## src/rtl/matmul_pkg.sv

```systemverilog
// Shared definitions for the N x N matrix multiplier: FSM encoding and
// width helpers used by the top and the MAC datapath.
package matmul_pkg;

  // Job phases: operand load, multiply-accumulate, result hand-off.
  typedef enum logic [1:0] {
    ST_LOAD = 2'd0,
    ST_MAC  = 2'd1,
    ST_OUT  = 2'd2
  } state_t;

  // Full-precision result width: one product plus log2(N) bits of growth.
  function automatic int acc_width(input int n, input int data_w);
    return 2 * data_w + $clog2(n);
  endfunction

  // Index counter width; a 1x1 matrix still needs a one-bit counter.
  function automatic int idx_width(input int n);
    return (n > 1) ? $clog2(n) : 1;
  endfunction

endpackage

```

## src/rtl/matmul_mac.sv

```systemverilog
// Single multiply-accumulate unit with synchronous clear and enable.
// Build option MATMUL_SIGNED_EN selects two's-complement operands;
// without it operands are treated as unsigned.
module matmul_mac #(
  parameter int DATA_W = 8,
  parameter int ACC_W  = 17
) (
  input  logic              clk,
  input  logic              rst,
  input  logic              clr,
  input  logic              en,
  input  logic [DATA_W-1:0] a,
  input  logic [DATA_W-1:0] b,
  output logic [ACC_W-1:0]  sum
);

  logic [ACC_W-1:0] acc_q;
  logic [ACC_W-1:0] prod_ext;

`ifdef MATMUL_SIGNED_EN
  logic signed [2*DATA_W-1:0] prod;
  assign prod     = $signed(a) * $signed(b);
  // The cast of a signed product sign-extends into the accumulator width.
  assign prod_ext = ACC_W'(prod);
`else
  logic [2*DATA_W-1:0] prod;
  assign prod     = a * b;
  assign prod_ext = ACC_W'(prod);
`endif

  // Running sum including the current product; the top captures it on the last term.
  assign sum = acc_q + prod_ext;

  // Accumulator register: clear wins over accumulate.
  always_ff @(posedge clk or posedge rst) begin
    if (rst) begin
      acc_q <= '0;
    end else if (clr) begin
      acc_q <= '0;
    end else if (en) begin
      acc_q <= sum;
    end
  end

endmodule

```

## src/rtl/matrix_multiplier_nxn.sv

```systemverilog
// Handshaked N x N integer matrix multiplier. Operands stream in row-major,
// one A/B element pair per beat; C streams out row-major.
// Build option MATMUL_SIGNED_EN selects signed arithmetic (see matmul_mac).
//
// Handshake rules (both ports): a transfer happens on a rising edge where
// valid and ready are both high. in_ready is high only while loading.
// out_valid, out_data and out_last hold steady until out_ready is seen;
// out_ready without out_valid does nothing.
module matrix_multiplier_nxn
  import matmul_pkg::*;
#(
  parameter int N      = 2,
  parameter int DATA_W = 8,
  parameter int ACC_W  = acc_width(N, DATA_W)
) (
  input  logic              clk,
  input  logic              rst,
  input  logic              in_valid,
  output logic              in_ready,
  input  logic [DATA_W-1:0] a_in,
  input  logic [DATA_W-1:0] b_in,
  output logic              out_valid,
  input  logic              out_ready,
  output logic [ACC_W-1:0]  out_data,
  output logic              out_last,
  output logic              busy
);

  localparam int IDX_W = idx_width(N);
  localparam logic [IDX_W-1:0] LAST = IDX_W'(N - 1);

  state_t state, state_nx;

  logic [DATA_W-1:0] a_mem [N][N];
  logic [DATA_W-1:0] b_mem [N][N];

  logic [IDX_W-1:0] lr, lc;   // load row/column
  logic [IDX_W-1:0] i, j, k;  // result row, result column, dot-product term

  logic load_fire, load_done, mac_en, mac_clr, mac_last, out_fire, last_elem;
  logic [ACC_W-1:0] mac_sum;

  assign load_done = (lr == LAST) && (lc == LAST);
  assign last_elem = (i == LAST) && (j == LAST);
  assign out_valid = (state == ST_OUT);

  // Next-state and control decode; every output defaulted first.
  always_comb begin
    state_nx  = state;
    in_ready  = 1'b0;
    busy      = 1'b0;
    load_fire = 1'b0;
    mac_en    = 1'b0;
    mac_clr   = 1'b0;
    mac_last  = 1'b0;
    out_fire  = 1'b0;
    case (state)
      ST_LOAD: begin
        in_ready = 1'b1;
        if (in_valid) begin
          load_fire = 1'b1;
          if (load_done) begin
            state_nx = ST_MAC;
            mac_clr  = 1'b1;
          end
        end
      end
      ST_MAC: begin
        busy   = 1'b1;
        mac_en = 1'b1;
        if (k == LAST) begin
          mac_last = 1'b1;
          state_nx = ST_OUT;
        end
      end
      ST_OUT: begin
        busy = 1'b1;
        if (out_ready) begin
          out_fire = 1'b1;
          if (last_elem) begin
            state_nx = ST_LOAD;
          end else begin
            state_nx = ST_MAC;
            mac_clr  = 1'b1;
          end
        end
      end
      default: state_nx = ST_LOAD;
    endcase
  end

  // State register.
  always_ff @(posedge clk or posedge rst) begin
    if (rst) state <= ST_LOAD;
    else     state <= state_nx;
  end

  // Operand buffers: not reset, every entry is rewritten by each job.
  always_ff @(posedge clk) begin
    if (load_fire) begin
      a_mem[lr][lc] <= a_in;
      b_mem[lr][lc] <= b_in;
    end
  end

  // Load position counters, row-major, wrapping back to 0 after the last beat.
  always_ff @(posedge clk or posedge rst) begin
    if (rst) begin
      lr <= '0;
      lc <= '0;
    end else if (load_fire) begin
      if (lc == LAST) begin
        lc <= '0;
        lr <= (lr == LAST) ? '0 : lr + 1'b1;
      end else begin
        lc <= lc + 1'b1;
      end
    end
  end

  // Dot-product term counter; wraps to 0 on the last term of each element.
  always_ff @(posedge clk or posedge rst) begin
    if (rst) begin
      k <= '0;
    end else if (mac_en) begin
      k <= (k == LAST) ? '0 : k + 1'b1;
    end
  end

  // Result position counters, advanced on each accepted output.
  always_ff @(posedge clk or posedge rst) begin
    if (rst) begin
      i <= '0;
      j <= '0;
    end else if (out_fire) begin
      if (j == LAST) begin
        j <= '0;
        i <= (i == LAST) ? '0 : i + 1'b1;
      end else begin
        j <= j + 1'b1;
      end
    end
  end

  // Result register: captures the completed sum, held until accepted.
  always_ff @(posedge clk or posedge rst) begin
    if (rst) begin
      out_data <= '0;
      out_last <= 1'b0;
    end else if (mac_last) begin
      out_data <= mac_sum;
      out_last <= last_elem;
    end
  end

  matmul_mac #(
    .DATA_W (DATA_W),
    .ACC_W  (ACC_W)
  ) u_mac (
    .clk (clk),
    .rst (rst),
    .clr (mac_clr),
    .en  (mac_en),
    .a   (a_mem[i][k]),
    .b   (b_mem[k][j]),
    .sum (mac_sum)
  );

endmodule

```

## config.mk

```make
export PLATFORM = sky130hd
export DESIGN_NAME = matrix_multiplier_nxn
export DESIGN_NICKNAME = d
export VERILOG_FILES = /design/src/rtl/matmul_pkg.sv /design/src/rtl/matmul_mac.sv /design/src/rtl/matrix_multiplier_nxn.sv
export SDC_FILE = /design/constraint.sdc
export NUM_CORES = 1
export LEC_CHECK = 0
export CAP_MARGIN = 20
export CORE_MARGIN = 2
export CORE_UTILIZATION = 54
export DETAILED_ROUTE_END_ITERATION = 12
export PLACE_DENSITY = 0.76
export SLEW_MARGIN = 20
export SYNTH_ARGS = -nofsm -noshare
export SYNTH_HDL_FRONTEND = slang
export SYNTH_HIERARCHICAL = 1
export SYNTH_SLANG_ARGS = --single-unit
export TNS_END_PERCENT = 10
```

## constraint.sdc

```tcl
create_clock -name clk -period 5.5 [get_ports clk]
set_input_delay 0.55 -clock clk [delete_from_list [all_inputs] [get_ports clk]]
set_output_delay 0.55 -clock clk [all_outputs]
set_load 0.01 [all_outputs]
```

==> qor.txt <==
# hold bufs at CTS: 0
Remaining DRCs: 0
Post-synth ARST share: 0.396
worst setup margin: 201 ps
DP HPWL: 9.50 mm
P&R area growth vs syn: 16.1%
TritonCTS buffer count: 9
crit path max fanout: 7
H-tree depth: 3
Root Driver: clkbuf_16
Worst slew margin: 0.370
die area: 0.0132 mm²
cell repeated most along the worst path: fa_1
final antenna diode count: 0
kind of critical path: reg2reg
vias in the first global route: 4295
Max Clock Skew: 8.50 ps
Max-cap violations: 0
Post-synth EDFFs: 64
worst-path cell chain: buf_4 > mux4_2 > nand2_1 > fa_1 > fa_1 > inv_1 > fa_1 > fa_1 > ha_1 > a21o_1 > a31oi_4 > a211o_1 > a21oi_1 > or3_1 > and2_1 > mux2_1
std cell rows: 40
post-synthesis simple-gate area fraction: 0.0880
io pins: 41
post-DR vias/cell: 5.49
Post-synth top flop: edfxtp_1
Worst EP required: 5730 ps
post-route minimum period: 5300 ps
total iterations of the first detailed-routing run: 6
chip width: 115 µm
Synth Area in Compound Gates: 0.0463
Hold Violations, Final: 0
synthesized area per cell: 12.7 µm²
period utilization: 0.963
xor and xnor area share after synthesis: 0.0224
Slew Limit Fails: 0
Clock Latency Late Sink: 360 ps
core area: 0.0120 mm²
Die Ht: 115 µm
Setup TNS: 0 ps
initial antenna violation count: 0
post-synth cell types: 50
Clock Tree Buf Depth: 2
crit end category: flip-flop
via count: 4060
worst path arrival time: 5530 ps
Antenna Nets Post-Route: 0
highest-delay cell along the critical path: mux4_2
setup violators final: 0
clk sinks: 106
Post-Route WL: 12.6 mm
Avg WL per Cell: 17.1 µm
initial core utilization: 0.554
Synth Warn #: 6
total track usage: 0.208
CP Launch Type: flip-flop
largest net degree at the start of global routing: 26
fillers: 903
CTS tree: built
register area share after synthesis: 0.447
synthesized cell area: 0.00665 mm²
post-place setup slack: 125 ps
Synth Net Count: 639
nets: 703
GR Overflow Total: 0
Final Core Density: 0.643
placed inst area: 0.00737 mm²
FF+latch count, synth: 106
mux cell area share after synthesis: 0.103
fmax: 189 MHz
Final Wtd Congestion: 0.861
Final Cell Area: 0.00772 mm²
adder-cell share of the synthesized area: 0.235
Cells after Synth: 524
port bufs: 40
layout cells sized above 1: 0.140
largest family of logic cells by synthesized area: adder cells
global-route wire length before repair: 20.8 mm
worst slew pin tran: 944 ps
Hold WC Path Type: reg2reg
clock transition at the registers of the reported paths: 70 ps
Slowest Stage Delay on Critical Path: 620 ps
status: finished, final reports clean
DRT iter0 DRCs: 216
reg2reg setup slack: 200 ps
## registers in the layout, indices dropped and copies added, names as in the netlist
| name | cells |
|---|---|
| i | 1 |
| a_mem | 32 |
| j | 1 |
| out_last | 1 |
| lc | 1 |
| k | 1 |
| u_mac/acc_q | 17 |
| state | 2 |
| b_mem | 32 |
| out_data | 17 |
| lr | 1 |
## cell type report
type,count,area (µm²),area share
sequential,106,2970,0.385
tap,147,184,0.0238
multi-input combinational,317,3330,0.432
timing repair buffer,64,606,0.0784
inverter,90,338,0.0438
clock inverter,5,60.1,0.00778
clock buffer,10,229,0.0297
## cell usage after synthesis, types with 4 or more instances
cell | n | area share
a21o_1 | 6 | 0.0068
a21oi_1 | 10 | 0.0075
and2_1 | 33 | 0.031
clkbuf_1 | 6 | 0.0034
dfrtp_1 | 42 | 0.16
edfxtp_1 | 64 | 0.29
fa_1 | 50 | 0.15
ha_1 | 45 | 0.085
inv_1 | 90 | 0.051
mux2_2 | 15 | 0.025
mux2i_1 | 12 | 0.018
mux4_2 | 16 | 0.054
nand2_1 | 46 | 0.026
nand3_1 | 4 | 0.0030
nor2_1 | 18 | 0.010
o21ai_0 | 5 | 0.0038
xnor2_1 | 13 | 0.017
xor2_1 | 4 | 0.0053
## layout by cell type (no fill, tap or decap), drive strengths merged, types with 3 or more instances in the layout
master / instances
xor2: 4
nand2: 48
inv: 93
mux2: 18
a21oi: 10
clkdlybuf4s50: 40
a21o: 6
ha: 45
o21ai: 6
nor3: 3
edfxtp: 64
mux4: 16
xnor2: 13
nor2b: 3
fa: 50
and2: 33
dfrtp: 42
nor2: 18
nand3: 4
mux2i: 12
buf: 24
clkbuf: 10
## per-stage QoR
step | hold slack [ps] | std cells
after global placement | 475 | 719
after CTS | 509 | 734
final | 502 | 739
after global routing | 523 | 739
after floorplan | 466 | 524
after detailed placement | 485 | 719
## worst max-delay path, delay by kind of cell (launching register included)
kind                     cells  cell delay [ps]
flip-flops                   1              420
AND/OR/NAND/NOR              3              630
AO/OA/AOI/OAI                4              690
buffers and inverters        2              270
adder cells (fa/ha/maj)      5             2270
multiplexers                 2              890
## metal layers
| layer | global-route usage | share of wire |
|---|---|---|
| met3 | 0.0279 | 0.039 |
| met4 | 0.0835 | 0.020 |
| met1 | 0.261 | 0.41 |
| met5 | 0 | 0 |
| met2 | 0.368 | 0.53 |
## kinds of logic (layout without fill, tap and decap cells)
family,after synthesis,after routing
and+or+nand+nor,119,119
DFF,106,106
buffers and inverters,101,169
adders and majority gates,95,95
muxes,46,46
AOI/OAI and AO/OA,40,40
xor gates and xnor gates,17,17
## what timing repair did
item                       in CTS  in global routing
buffers inserted                0                  5
resized for setup               0                  4
setup endpoints to repair       0                  3
## final timing paths
check	startpoint	endpoint	cells after the start
max	i	out_data[14]	16
min	out_data[11]	out_data[11]	1
max reg2reg	i	out_data[14]	16
min reg2reg	out_data[11]	out_data[11]	1
max in group asynchronous	rst	u_mac/acc_q[16]	2
min in group asynchronous	rst	out_data[0]	2
Power is not shown: default switching activity piles up to over one toggle a cycle in this logic, so the estimate is an artifact.
